[config.mk]
export PLATFORM = sky130hd
export DESIGN_NAME = instr_fetch_unit
export DESIGN_NICKNAME = d
export VERILOG_FILES = /design/src/rtl/instr_fetch_unit.sv
export SDC_FILE = /design/constraint.sdc
export NUM_CORES = 1
export LEC_CHECK = 0
export CAP_MARGIN = 20
export CORE_UTILIZATION = 56
export DETAILED_ROUTE_END_ITERATION = 12
export PLACE_DENSITY = 0.85
export RECOVER_POWER = 25
export SYNTH_ARGS = -nofsm -noshare
export SYNTH_HDL_FRONTEND = slang
export SYNTH_SLANG_ARGS = --single-unit
export TNS_END_PERCENT = 5
[constraint.sdc]
create_clock -name clk -period 13.7 [get_ports clk]
set_clock_uncertainty 0.1 [all_clocks]
set_input_delay 4.11 -clock clk [delete_from_list [all_inputs] [get_ports clk]]
set_output_delay 4.11 -clock clk [all_outputs]
set_load 0.01 [all_outputs]
[src/rtl/instr_fetch_unit.sv]
// Fetch stage with IF/ID register: PC, req/rdy imem handshake, one-entry skid, branch flush.
// One instruction per cycle with zero-wait memory; a stall parks one response in the skid buffer and stops requesting.
module instr_fetch_unit #(
  parameter int              PC_W      = 32,
  parameter logic [PC_W-1:0] RESET_PC  = '0,
  parameter logic [31:0]     NOP_INSTR = 32'h0000_0013
) (
  input  logic            clk,
  input  logic            reset,
  input  logic            stall,
  input  logic            branch_taken,
  input  logic [PC_W-1:0] branch_target,
  output logic            imem_req,
  output logic [PC_W-1:0] imem_addr,
  input  logic            imem_rdy,
  input  logic [31:0]     imem_rdata,
  output logic [31:0]     instr,
  output logic [6:0]      opcode,
  output logic [PC_W-1:0] pc_out,
  output logic            instr_valid
);

  typedef enum logic [1:0] {START, FETCH, SKID} state_t;

  state_t          state, state_nxt;
  logic [PC_W-1:0] pc;
  logic            drop;
  logic [PC_W-1:0] drop_addr;
  logic [31:0]     skid_instr;
  logic [PC_W-1:0] skid_pc;
  logic            accept;
  logic            outstanding;

  always_ff @(posedge clk or posedge reset) begin
    if (reset) state <= START;
    else       state <= state_nxt;
  end

  always_comb begin
    state_nxt   = state;
    imem_req    = 1'b0;
    imem_addr   = pc;
    accept      = 1'b0;
    outstanding = 1'b0;
    case (state)
      START: state_nxt = FETCH;
      FETCH: begin
        imem_req    = 1'b1;
        // The address of an abandoned fetch must stay put until memory answers it.
        if (drop) imem_addr = drop_addr;
        accept      = imem_rdy && !drop;
        outstanding = !imem_rdy;
        if (accept && stall && instr_valid) state_nxt = SKID;
      end
      SKID: if (!stall) state_nxt = FETCH;
      default: state_nxt = START;
    endcase
    if (branch_taken) state_nxt = FETCH;
  end

  always_ff @(posedge clk or posedge reset) begin
    if (reset) begin
      pc          <= RESET_PC;
      drop        <= 1'b0;
      drop_addr   <= RESET_PC;
      skid_instr  <= NOP_INSTR;
      skid_pc     <= '0;
      instr       <= NOP_INSTR;
      pc_out      <= '0;
      instr_valid <= 1'b0;
    end else if (branch_taken) begin
      pc          <= {branch_target[PC_W-1:2], 2'b00};
      instr       <= NOP_INSTR;
      instr_valid <= 1'b0;
      skid_instr  <= NOP_INSTR;
      // A response in the branch cycle is simply discarded; only a still-pending one must be swallowed later.
      drop        <= outstanding;
      if (outstanding && !drop) drop_addr <= pc;
    end else begin
      case (state)
        FETCH: begin
          if (drop && imem_rdy) drop <= 1'b0;
          if (accept) begin
            pc <= pc + PC_W'(4);
            if (!stall || !instr_valid) begin
              instr       <= imem_rdata;
              pc_out      <= pc;
              instr_valid <= 1'b1;
            end else begin
              skid_instr <= imem_rdata;
              skid_pc    <= pc;
            end
          end else if (!stall) begin
            instr       <= NOP_INSTR;
            instr_valid <= 1'b0;
          end
        end
        SKID: begin
          if (!stall) begin
            instr       <= skid_instr;
            pc_out      <= skid_pc;
            instr_valid <= 1'b1;
          end
        end
        default: ;
      endcase
    end
  end

  assign opcode = instr[6:0];

endmodule

Yosys cells after proc, flatten, opt, wreduce, memory -nomap -nowiden
Cells that the tools add are included.
{"block": "word_totals", "reg_bits": 196, "in_bits": 69, "word_cells": 81}
{"block": "classes", "n_addsub": 1, "n_eq_ne": 10, "muxes": 35, "n_bitwise": 2, "reduce_logical": 24}
{"cell": "two-way mux 32 bit", "n": 17}
{"cell": "one-hot mux 32 bit (2 select lines)", "n": 2}
{"cell": "adder 32 x 3 -> 32 bit, second input constant", "n": 1}
{"cell": "two-way mux 1 bit", "n": 11}
{"cell": "!= test 2 bit, second input constant", "n": 4}
{"cell": "!= test 4 bit, second input constant", "n": 2}
{"cell": "AND reduction 2 bit", "n": 4}
{"cell": "AND reduction 4 bit", "n": 2}
{"cell": "nonzero test 2 bit", "n": 4}
{"cell": "two-way mux 2 bit", "n": 3}
{"cell": "!= test 3 bit, second input constant", "n": 2}
{"cell": "one-hot mux 2 bit (3 select lines)", "n": 1}
{"cell": "logical AND 1 bit", "n": 5}
{"cell": "AND reduction 5 bit", "n": 1}
{"cell": "zero test 1 bit", "n": 4}
{"cell": "AND reduction 3 bit", "n": 1}
{"cell": "nonzero test 3 bit", "n": 1}
{"cell": "equality test 2 x 1 -> 1 bit, second input constant", "n": 1}
{"cell": "equality test 2 bit, second input constant", "n": 1}
{"cell": "zero test 2 bit", "n": 1}
{"cell": "inverter 1 bit", "n": 2}
{"cell": "one-hot mux 1 bit (2 select lines)", "n": 1}
{"cell": "logical OR 1 bit", "n": 1}

Longest topological paths before layout
{"block": "logic_depth", "ltp_word": 7, "mapped_depth": 10}

Least setup slack after synthesis
OpenSTA, ideal clock, no wires.
{"block": "synth_timing", "kind": "register to output", "start": "register state[1]", "end": "output imem_addr[10]", "t_arrival_ps": 1660, "required_time_ps": 9490, "path_slack_ps": 7830, "stages_incl_launch_ff": 7, "path_buffers": 2, "cell_sequence": "dfrtp_1 > inv_1 > ha_1 > buf_4 > nand2_1 > clkbuf_1 > mux2_2"}
{"block": "synth_via", "elab_chain_len": 2}
{"element": "start, declared", "line_no": "25", "source": "state_t state, state_nxt;"}
{"element": "start signal, assigned", "line_no": "36", "source": "else state <= state_nxt;"}
{"element": "equality test 2 x 1 -> 1 bit", "line_no": "45", "source": "case (state)"}
{"element": "two-way mux 32 bit", "line_no": "45"}
{"element": "end, declared", "line_no": "14", "source": "output logic [PC_W-1:0] imem_addr,"}
No other way between the ends.

Final worst setup path
{"block": "layout_timing", "start": "input branch_taken", "end": "register instr[20]"}
{"block": "layout_via", "elab_chain_len": 2, "elab_cells_between_ends": 6, "classes_between": "eq/ne: 3; mux: 1; reduce/logical: 2"}
{"element": "start, declared", "line_no": "11", "source": "input logic branch_taken,"}
{"element": "!= test 4 bit (no source line), or another cell as far along"}
{"element": "AND reduction 4 bit (no source line)"}
{"element": "end signal, assigned", "line_no": "86", "source": "instr <= imem_rdata;"}
{"element": "end signal, assigned", "line_no": "100", "source": "instr <= skid_instr;"}
{"element": "end, declared", "line_no": "17", "source": "output logic [31:0] instr,"}
Parallel ways exist; a longest one is shown, timed or not.
A chain may end at the register's enable or synchronous reset.

==> impl_metrics.csv <==
group,metric,value,unit
run_status,violations,"capacitance limit, slew limit",
synth,ys_types,56,
floorplanning,ioPinCount,174,
timing,slew_headroom,-229,%
synth,synth_warnings,0,
timing,worst_pin_slew,4.90,ns
grt,grtUsageTotal,27.2,%
route,drtPass1Iterations,5,
finish,fill_cells,1138,
route,wl,22.0,mm
clocking,numCtsBuffers,17,
timing,slew_viol_final,198,
placement,dp_cells,1153,
grt,use_met1,35.6,%
grt,grt_use_met3,5.17,%
power_and_ir_drop,peakVddDrop,0.000114,V
synth,synth_enable_flop_cells,0,
placement,dp_hpwl,14.2,mm
placement,io_buffers,167,
floorplanning,die_w,131,µm
critical_path,worstPathRequired,13.92,ns
timing,holdWs,0.403,ns
power_and_ir_drop,p_per_area,179,mW/mm²
finish,fin_util,71.9,%
route,viasPerCell,5.90,
route,drt_iter0_drc,524,
synth,synth_flop_cell,"dfrtp_1",
power_and_ir_drop,p_leak,0.00486,µW
clocking,cts_htree_levels,4,
clocking,cts.sinks,188,
synth,synthTopCellsByArea,"dfrtp_1 49%, mux2_2 21%, nand2_1 4.5%, a21oi_1 1.9%, clkbuf_1 1.7%",
critical_path,crit_type,"in2reg",
timing,tns,0,ns
floorplanning,die_area,0.0171,mm²
finish,regArea,0.00471,mm²
grt,grt_busiest_layer,"met2",
finish,fin_nets,1030,
timing,rsz0062_at_grt,"false",
floorplanning,die_y,131,µm
synth,netlist_area,0.00928,mm²
synth,synth-async-reset-ratio,100,%
finish,drive_gt1_share,23.9,%
clocking,clk_pin_slew,0.07,ns
route,antenna_left,0,
finish,syn2layout_area_growth,24.4,%
route,dr_total_vias,6990,
finish,n_antenna_cell,0,
timing,setup_ws,5.40,ns
finish,multi_input_area,0.00417,mm²
critical_path,end_kind,"register",
finish,fin_cells,1185,
clocking,holdBufCountCts,0,
timing,post-route-period-util,60.6,%
timing,fmaxAchievable,0.121,GHz
synth,synth_top_cell_area_share,49.1,%
floorplanning,rows,46,
grt,gr-usage-met2,45.0,%
grt,overflow,0,
flow_run,cap_violations,2,
critical_path,r2r_setup_slack,10.69,ns
min_path,hp-class,"reg2reg",
critical_path,crit_arrival,8.51,ns
route,avgRoutedWirePerCell,18.6,µm
critical_path,rr_worst_depth,6,
critical_path,worst_r2r_startpoint,"state[1]",
floorplanning,initial_core_util,57.8,%
clocking,clkLatencyLatePin,0.43,ns
synth,ys_seq_elements,188,
critical_path,cp-startpoint,"branch_taken",
synth,postSynthCellCount,836,
grt,grt_pass1_vias,6996,
timing,setup_viol,0,
timing,min_period,8.30,ns
route,remaining_drc_errors,0,
grt,antenna_found_initial,0,
critical_path,r2r-end,"skid_pc[4]",
clocking,cts_buffer_depth,2,
critical_path,cp-endpoint,"instr[20]",
critical_path,start_kind,"primary input",
placement,gp_congestion,0.791,
synth,seq_area_frac_synth,50.8,%
clocking,cts_root_buffer,"clkbuf_16",
critical_path,path_max_fanout,85,
grt,grt_pass1_wl,35.6,mm
grt,grt_max_degree,112,
clocking,cts_tree,"yes",
clocking,post_cts_buffers,0,
placement,place_ws,6.51,ns
clocking,post_cts_resized,0,
synth,syn_avg_cell_area,11.1,µm²
synth,synth_top_area_cell,"dfrtp_1",
floorplanning,core,0.0161,mm²
run_status,status,"finished, violations left",
timing,finalHoldViolCount,0,
## Yosys cell counts (2+ instances only)
master    instances
a21oi_1          35
a221o_1           3
a22o_1           14
a22oi_1           3
a31o_2            2
a31oi_1           9
and3_1            5
and4_1            5
buf_1             3
buf_2            18
buf_4            12
clkbuf_1         43
clkbuf_2          4
dfrtp_1         182
dfstp_2           6
ha_1              5
inv_1            13
mux2_2          171
mux2i_1           5
nand2_1         112
nand3_1          14
nand3b_1         16
nand4_1          20
nor2_1           30
nor2b_1           2
nor3_1            9
nor4_1            2
o211ai_1         18
o21ai_0          26
o31ai_1           6
or2_2             2
or4_1             7
or4_2             2
xnor2_1           4
xor2_1            7
## per-stage QoR
stage          power [µW]  instance area (µm²)
2_1_floorplan        1250                 9300
3_3_place_gp         1550                11000
3_5_place_dp         1580                11000
4_1_cts              2080                11600
5_1_grt              2180                11600
6_report             2070                11600
## cell usage in the layout, fill, tap and decap left out, types with 3 or more instances in the layout
master and n:
dfrtp_1 182, mux2_2 171, clkdlybuf4s50_1 164, nand2_1 112, a21oi_1 35, nor2_1 28, o21ai_0 26, nand4_1 20
o211ai_1 18, clkbuf_16 17, nand3b_1 16, a22o_1 14, nand3_1 14, inv_1 12, nor3_1 9, a31oi_1 9
buf_4 9, or4_1 7, xor2_1 7, o31ai_1 6, dfstp_2 6, mux2i_1 5, and4_1 5, and3_1 5
xnor2_1 4, ha_1 4, conb_1 4, clkinv_4 4, a221o_1 3, a22oi_1 3, clkbuf_8 3, clkbuf_1 3
## cell families after synthesis
kind of cell	after synthesis	synth area share [%]
AND/OR/NAND/NOR	236	12.8
flip-flops	188	50.8
multiplexers	176	21.3
AO/OA/AOI/OAI	126	8.87
buffers and inverters	93	4.54
XOR/XNOR	11	1.04
adder cells (fa/ha/maj)	5	0.674
other	1	0.0404
## registers in the layout, summed over array words and instances (netlist names)
signal       count
instr           32
skid_instr      32
drop_addr       30
pc              30
pc_out          30
skid_pc         30
state            2
drop             1
instr_valid      1
## routing by layer
layer / wire length, µm / vias to the layer above
li1: - / 3209
met1: 9700 / 3502
met2: 10700 / 239
met3: 1170 / 40
met4: 426 / 0
met5: 0 / -
## power by group
group          switching [µW]  internal [µW]
logic                     321            433
registers                 100            711
clock network             218            285
## layout make-up
| class | count | share of cell area (%) |
|---|---|---|
| well taps | 216 | 2.34 |
| repair buffers | 178 | 15.1 |
| clock buffers | 20 | 4.04 |
| clock inverters | 12 | 1.19 |
| flip-flops and latches | 188 | 40.8 |
| inverters | 13 | 0.433 |
| multi-input cells | 558 | 36.1 |
## critical path, stage by stage
cell and delay [ns]:
clkbuf_1 0.14, clkbuf_1 2.56, nor2b_1 0.96, a22o_1 0.45
mux2_2 0.26
## worst min-delay path by stage
stage	to	startpoint	cells past startpoint
3_5_place_dp	skid_pc[19]	skid_pc[19]	1
5_1_grt	drop_addr[10]	drop_addr[10]	1
3_3_place_gp	skid_pc[14]	skid_pc[14]	1
2_1_floorplan	skid_pc[10]	skid_pc[10]	1
6_report	instr[13]	instr[13]	1
4_1_cts	pc_out[2]	pc_out[2]	1
Note: power is estimated with default switching activity, not from simulation.
